File: config.mk
export PLATFORM = sky130hd
export DESIGN_NAME = vga_timing_flat
export DESIGN_NICKNAME = d
export VERILOG_FILES = /design/src/rtl/vga_timing_if.sv /design/src/rtl/vga_timing.sv /design/src/flat_wrapper.sv
export SDC_FILE = /design/constraint.sdc
export NUM_CORES = 1
export LEC_CHECK = 0
export CAP_MARGIN = 20
export CORE_AREA = 2 2 60 62
export CTS_BUF_LIST = sky130_fd_sc_hd__clkbuf_16
export CTS_CLUSTER_DIAMETER = 30
export DETAILED_ROUTE_END_ITERATION = 8
export DIE_AREA = 0 0 62 64
export GPL_TIMING_DRIVEN = 0
export PLACE_DENSITY_LB_ADDON = 0.15
export RECOVER_POWER = 25
export SYNTH_ARGS = -nofsm -noshare
export SYNTH_HDL_FRONTEND = slang
export SYNTH_SLANG_ARGS = --single-unit
File: constraint.sdc
create_clock -name pclk -period 2 [get_ports pclk]
set_input_delay 0.6 -clock pclk [delete_from_list [all_inputs] [get_ports pclk]]
set_output_delay 0.6 -clock pclk [all_outputs]
set_load 0.02 [all_outputs]
File: src/rtl/vga_timing_if.sv
// Raster timing bundle carried from vga_timing to the drawing stages.
// frame_cnt is present only when VGA_TIMING_FRAME_CNT_EN is defined.
interface vga_timing_if;
    logic [10:0] hcount_out;
    logic        hsync_out;
    logic        hblnk_out;
    logic [10:0] vcount_out;
    logic        vsync_out;
    logic        vblnk_out;
    logic        frame_start;
`ifdef VGA_TIMING_FRAME_CNT_EN
    logic [15:0] frame_cnt;

    modport master (
        output hcount_out, hsync_out, hblnk_out,
        output vcount_out, vsync_out, vblnk_out,
        output frame_start, frame_cnt
    );
    modport slave (
        input hcount_out, hsync_out, hblnk_out,
        input vcount_out, vsync_out, vblnk_out,
        input frame_start, frame_cnt
    );
`else
    modport master (
        output hcount_out, hsync_out, hblnk_out,
        output vcount_out, vsync_out, vblnk_out,
        output frame_start
    );
    modport slave (
        input hcount_out, hsync_out, hblnk_out,
        input vcount_out, vsync_out, vblnk_out,
        input frame_start
    );
`endif
endinterface

File: src/rtl/vga_timing.sv
// VGA raster timing generator (default 800x600@60, 40 MHz pixel clock, positive syncs).
// Optional per-frame counter output enabled by VGA_TIMING_FRAME_CNT_EN.
module vga_timing #(
    parameter int H_VISIBLE = 800,
    parameter int H_FP      = 40,
    parameter int H_SYNC    = 128,
    parameter int H_BP      = 88,
    parameter int V_VISIBLE = 600,
    parameter int V_FP      = 1,
    parameter int V_SYNC    = 4,
    parameter int V_BP      = 23
) (
    input  logic         pclk,
    input  logic         reset,
    vga_timing_if.master vga
);
    localparam int H_TOTAL = H_VISIBLE + H_FP + H_SYNC + H_BP;
    localparam int V_TOTAL = V_VISIBLE + V_FP + V_SYNC + V_BP;

    // Thresholds are 12 bits so a sync window ending exactly at 2048 does not truncate.
    localparam logic [10:0] H_LAST   = 11'(H_TOTAL - 1);
    localparam logic [10:0] V_LAST   = 11'(V_TOTAL - 1);
    localparam logic [11:0] HB_START = 12'(H_VISIBLE);
    localparam logic [11:0] HS_START = 12'(H_VISIBLE + H_FP);
    localparam logic [11:0] HS_END   = 12'(H_VISIBLE + H_FP + H_SYNC);
    localparam logic [11:0] VB_START = 12'(V_VISIBLE);
    localparam logic [11:0] VS_START = 12'(V_VISIBLE + V_FP);
    localparam logic [11:0] VS_END   = 12'(V_VISIBLE + V_FP + V_SYNC);

    generate
        if ((H_TOTAL > 32'sd2048) || (V_TOTAL > 32'sd2048)) begin : g_bad_params
            $error("vga_timing: H_TOTAL or V_TOTAL exceeds the 11-bit counter range");
        end
    endgenerate

    logic [10:0] hcount_r;
    logic [10:0] vcount_r;
    logic        hsync_r;
    logic        hblnk_r;
    logic        vsync_r;
    logic        vblnk_r;
    logic        frame_start_r;

    logic        h_wrap_s;
    logic        v_wrap_s;
    logic [10:0] hcount_nxt_s;
    logic [10:0] vcount_nxt_s;
    logic        hsync_nxt_s;
    logic        hblnk_nxt_s;
    logic        vsync_nxt_s;
    logic        vblnk_nxt_s;
    logic        frame_start_nxt_s;

    // Next raster position and flags decoded from it, so flags register in step with the counters.
    always_comb begin
        h_wrap_s          = (hcount_r == H_LAST);
        v_wrap_s          = (vcount_r == V_LAST);
        hcount_nxt_s      = hcount_r + 11'd1;
        vcount_nxt_s      = vcount_r;
        if (h_wrap_s) begin
            hcount_nxt_s = 11'd0;
            if (v_wrap_s) begin
                vcount_nxt_s = 11'd0;
            end else begin
                vcount_nxt_s = vcount_r + 11'd1;
            end
        end else begin
            vcount_nxt_s = vcount_r;
        end
        hblnk_nxt_s       = ({1'b0, hcount_nxt_s} >= HB_START);
        hsync_nxt_s       = ({1'b0, hcount_nxt_s} >= HS_START) && ({1'b0, hcount_nxt_s} < HS_END);
        vblnk_nxt_s       = ({1'b0, vcount_nxt_s} >= VB_START);
        vsync_nxt_s       = ({1'b0, vcount_nxt_s} >= VS_START) && ({1'b0, vcount_nxt_s} < VS_END);
        frame_start_nxt_s = h_wrap_s && v_wrap_s;
    end

    // Raster state; reset parks at (0,0) with every flag low, including frame_start.
    always_ff @(posedge pclk or posedge reset) begin
        if (reset) begin
            hcount_r      <= 11'd0;
            vcount_r      <= 11'd0;
            hsync_r       <= 1'b0;
            hblnk_r       <= 1'b0;
            vsync_r       <= 1'b0;
            vblnk_r       <= 1'b0;
            frame_start_r <= 1'b0;
        end else begin
            hcount_r      <= hcount_nxt_s;
            vcount_r      <= vcount_nxt_s;
            hsync_r       <= hsync_nxt_s;
            hblnk_r       <= hblnk_nxt_s;
            vsync_r       <= vsync_nxt_s;
            vblnk_r       <= vblnk_nxt_s;
            frame_start_r <= frame_start_nxt_s;
        end
    end

    assign vga.hcount_out  = hcount_r;
    assign vga.vcount_out  = vcount_r;
    assign vga.hsync_out   = hsync_r;
    assign vga.hblnk_out   = hblnk_r;
    assign vga.vsync_out   = vsync_r;
    assign vga.vblnk_out   = vblnk_r;
    assign vga.frame_start = frame_start_r;

`ifdef VGA_TIMING_FRAME_CNT_EN
    logic [15:0] frame_cnt_r;

    // Frame label advances on the edge that raises frame_start, wrapping naturally at 16 bits.
    always_ff @(posedge pclk or posedge reset) begin
        if (reset) begin
            frame_cnt_r <= 16'd0;
        end else if (frame_start_nxt_s) begin
            frame_cnt_r <= frame_cnt_r + 16'd1;
        end else begin
            frame_cnt_r <= frame_cnt_r;
        end
    end

    assign vga.frame_cnt = frame_cnt_r;
`endif

endmodule

File: src/flat_wrapper.sv
// flat-port wrapper written by rule: the top's interface ports become plain ports
module vga_timing_flat 
#(
    parameter int H_VISIBLE = 800,
    parameter int H_FP      = 40,
    parameter int H_SYNC    = 128,
    parameter int H_BP      = 88,
    parameter int V_VISIBLE = 600,
    parameter int V_FP      = 1,
    parameter int V_SYNC    = 4,
    parameter int V_BP      = 23
)
  (pclk, reset, vga_hcount_out, vga_hsync_out, vga_hblnk_out, vga_vcount_out, vga_vsync_out, vga_vblnk_out, vga_frame_start);
  vga_timing_if vga_i ();
  input  logic pclk;
  input  logic reset;
  output wire logic [$bits(vga_i.hcount_out)-1:0] vga_hcount_out;
  output wire logic [$bits(vga_i.hsync_out)-1:0] vga_hsync_out;
  output wire logic [$bits(vga_i.hblnk_out)-1:0] vga_hblnk_out;
  output wire logic [$bits(vga_i.vcount_out)-1:0] vga_vcount_out;
  output wire logic [$bits(vga_i.vsync_out)-1:0] vga_vsync_out;
  output wire logic [$bits(vga_i.vblnk_out)-1:0] vga_vblnk_out;
  output wire logic [$bits(vga_i.frame_start)-1:0] vga_frame_start;
  assign vga_hcount_out = vga_i.hcount_out;
  assign vga_hsync_out = vga_i.hsync_out;
  assign vga_hblnk_out = vga_i.hblnk_out;
  assign vga_vcount_out = vga_i.vcount_out;
  assign vga_vsync_out = vga_i.vsync_out;
  assign vga_vblnk_out = vga_i.vblnk_out;
  assign vga_frame_start = vga_i.frame_start;
  vga_timing #(.H_VISIBLE(H_VISIBLE), .H_FP(H_FP), .H_SYNC(H_SYNC), .H_BP(H_BP), .V_VISIBLE(V_VISIBLE), .V_FP(V_FP), .V_SYNC(V_SYNC), .V_BP(V_BP)) u_core (.pclk(pclk), .reset(reset), .vga(vga_i));
endmodule
==> results_dict.tcl <==
set metrics [dict create \
    status "complete, but fails checks" \
    violations "setup timing" \
    maxSlewViolCount 0 \
    clock_path_buffers 2 \
    crit_path_cell_trace "nor4b_4 -> buf_4 -> nand4_4 -> xor2_2 -> nor4_4 -> nand3b_1 -> nor4b_2" \
    cp_endpoint_kind "flip-flop" \
    worstReg2RegStart "u_core.vga.hcount_out[7]" \
    most-common-layout-cells "sky130_fd_sc_hd__buf_4 (22), sky130_fd_sc_hd__dfrtp_1 (21), sky130_fd_sc_hd__clkdlybuf4s50_1 (19)" \
    cp_top_family "simple AND/OR/NAND/NOR gates" \
    grt.overflow.total 0 \
    htree_levels 1 \
    finished_cell_area_um2 2160 \
    post_dp_cell_area_um2 1810 \
    syn_inst 143 \
    period_share_pct 105 \
    detail_routed_net_length_per_standard_cell_um 14.5 \
    holdWs_ps 576 \
    global_route_wire_length_before_repair_mm 5.72 \
    synth-edff-count 0 \
    ys_seq_area_share_pct 46.9 \
    critical_path.max_fanout 5 \
    synth.ff_latch_count 27 \
    n_antenna_cell 0 \
    achievable-frequency_mhz 476 \
    p_leak_nw 1.02 \
    hpwlAfterDp_mm 2.25 \
    reg2regPathDepth 7 \
    largest_net_degree_at_the_start_of_global_routing 28 \
    synth.cell_area_um2 1440 \
    yosysWarningCount 0 \
    cts.sinks 27 \
    setup_viol 1 \
    post-route-worst-setup-slack_ps -102 \
    cts_inserted_buffers 3 \
    finalWeightedCongestion 0.856 \
    final_util_pct 65.8 \
    via_per_inst 5.29 \
    floorplan.die.width_um 62 \
    detail_route.wirelength_mm 3.51 \
    r2r-end "u_core.vga.vsync_out" \
    layout-drive-gt1-share_pct 29.6 \
    hold_viol_final 0 \
    i_o_pins 29 \
    min_period_ps 2100 \
    timing.critical_path.required_ps 2160 \
    setup.worst_path.class "flip-flop to flip-flop" \
    netlist.area_leader.share_pct 46.9 \
    yosysUniqueCellTypes 38 \
    die_y_um 64 \
    cp.buffers_inverters 1 \
    slew_headroom_pct 72.8 \
    postRouteAntennaNets 0 \
    holdPathStages 1 \
    cellPowerDensity_nw_per_um2 467 \
    slowest_stage "sky130_fd_sc_hd__dfrtp_2" \
    synth_nets 147 \
    grt_antenna_before_repair 0 \
    ys.flop_type "sky130_fd_sc_hd__dfrtp_1" \
    core_region_area_um2 3280 \
    worst-endpoint-arrival_ps 2260 \
    cts_tree "built" \
    worstMarginPinSlew_ps 407 \
    rsz0062_at_grt "true" \
    detail_route.drc_violations 0 \
    timing.hold.worst_endpoint "u_core.vga.vcount_out[10]" \
    clkSlewWorstSetupHoldPaths_ps 60 \
    synth.largest_area_cell "sky130_fd_sc_hd__dfrtp_1" \
    clock_latency_ps 260 \
    overall_global_routing_resource_usage_pct 18.7 \
    startpoint_type "flip-flop" \
    synthArstFlopShare_pct 100 \
    timing.hold.worst.start "u_core.vga.vcount_out[10]" \
    root_buffer "sky130_fd_sc_hd__clkbuf_16" \
    detailroute.via_count 1280 \
    rrSetupSlack_ps -100 \
    largest_stage_delay_on_the_critical_path_ps 440 \
    postCtsHoldBufs 0 \
    rows 21 \
    mostFrequentLayoutCell "sky130_fd_sc_hd__buf_4" \
    setup_total_negative_slack_ps -102 \
    area_delta_synth_final_pct 50.0 \
    place.port_buffers 28 \
    synth_area_per_cell_um2 10.1 \
    vdd.ir_drop.worst_mv 0.319 \
    clock-skew-final_ps 2.31 \
    drv.max_cap_violation_count 0 \
    initial_utilization_pct 43.8 \
    fin_nets 201 \
    ys_top_cells_by_area "sky130_fd_sc_hd__dfrtp_1 (47%), sky130_fd_sc_hd__xor2_1 (7.9%), sky130_fd_sc_hd__xnor2_1 (4.3%)" \
    dp_slack_ps -275 \
    vias_in_the_first_global_route 1315 \
    drt-pass1-iter-count 4 \
    die_area_um2 3970 \
    drt_first_iter_violations 65 \
    hold_crit_class "flip-flop to flip-flop" \
]
kinds of logic (layout without fill, tap and decap cells):
group	after synthesis	after routing	share of synthesized area (%)
AND/OR/NAND/NOR	62	62	25.7
buffers and inverters	13	66	4.69
flip-flops	27	27	46.9
XOR/XNOR	20	20	12.2
adder cells (fa/ha/maj)	2	2	1.74
multiplexers	1	1	0.695
AO/OA/AOI/OAI	18	18	8.08
flip-flops by register name, indices dropped and copies added, names as in the netlist:
| signal | cells |
|---|---|
| u_core.vga.frame_start | 1 |
| u_core.vga.hcount_out | 11 |
| u_core.vga.hblnk_out | 1 |
| u_core.vga.vsync_out | 1 |
| u_core.vga.hsync_out | 1 |
| u_core.vga.vblnk_out | 1 |
| u_core.vga.vcount_out | 11 |
area by class of cell:
class / count / area, um^2
Fill cell: 266 / 1120
Clock inverter: 1 / 3.75
Clock buffer: 3 / 75.1
Buffer: 4 / 33.8
Sequential cell: 27 / 683
Multi-Input combinational cell: 103 / 798
Inverter: 7 / 26.3
Timing Repair Buffer: 51 / 482
Tap cell: 46 / 57.6
through the flow:
step | power (mW) | cells
CTS | 1.01 | 235
global route | 1.05 | 242
detailed placement | 0.569 | 217
finish | 1.01 | 242
global placement | 0.569 | 217
floorplan | 0.564 | 143
synth_stat cells, types with 2 or more instances:
cell / number
sky130_fd_sc_hd__a211oi_1: 2
sky130_fd_sc_hd__a21oi_1: 3
sky130_fd_sc_hd__and3_1: 6
sky130_fd_sc_hd__and4_1: 3
sky130_fd_sc_hd__and4_2: 2
sky130_fd_sc_hd__buf_6: 2
sky130_fd_sc_hd__clkbuf_2: 2
sky130_fd_sc_hd__dfrtp_1: 27
sky130_fd_sc_hd__ha_1: 2
sky130_fd_sc_hd__inv_1: 7
sky130_fd_sc_hd__nand2_1: 11
sky130_fd_sc_hd__nand3_1: 7
sky130_fd_sc_hd__nand3b_1: 2
sky130_fd_sc_hd__nand4_1: 5
sky130_fd_sc_hd__nor2_1: 13
sky130_fd_sc_hd__nor2b_1: 2
sky130_fd_sc_hd__nor4_1: 3
sky130_fd_sc_hd__o21ai_0: 6
sky130_fd_sc_hd__xnor2_1: 7
sky130_fd_sc_hd__xor2_1: 13
report_power, final:
part | total, mW | internal [mW] | switching [mW]
sequential | 0.546 | 0.546 | 0
combinational | 0.0185 | 0.00685 | 0.0116
clock | 0.443 | 0.267 | 0.176
metal layers:
metal | up-vias | share of wire [%] | global-route usage (%) | wire length, um
met1 | 645 | 41 | 23.3 | 1450
met2 | 22 | 55 | 33.2 | 1940
met3 | 5 | 2.5 | 2.43 | 87
met4 | 0 | 0.86 | 4.26 | 30
met5 | - | 0 | 0 | 0
li1 | 608 | - | - | -
worst max path at each step:
stage | startpoint | to | slack, ps | depth (start not counted)
after detailed placement | u_core.vga.hcount_out[5] | u_core.vga.vblnk_out | -280 | 7
after global placement | u_core.vga.hcount_out[5] | u_core.vga.vblnk_out | -250 | 7
after CTS | u_core.vga.hcount_out[5] | u_core.vga.vsync_out | -30 | 7
after global routing | u_core.vga.hcount_out[7] | u_core.vga.vsync_out | -180 | 7
after floorplan | u_core.vga.hcount_out[5] | u_core.vga.vsync_out | -10 | 8
final | u_core.vga.hcount_out[7] | u_core.vga.vsync_out | -100 | 7
worst register-to-register path: cells and delay by family (launching register included):
family	cells	cell delay (ps)
and+or+nand+nor	5	1160
xor gates and xnor gates	1	210
DFF	1	440
buffers and inverters	1	190
what timing repair did:
action | CTS | global route
setup buffers | 16 | 6
setup endpoints to repair | 2 | 7
gates resized for setup | 17 | 11
cloned | 0 | 0
pin swaps | 7 | 4
No activity file was read; power rests on OpenSTA's default activity.
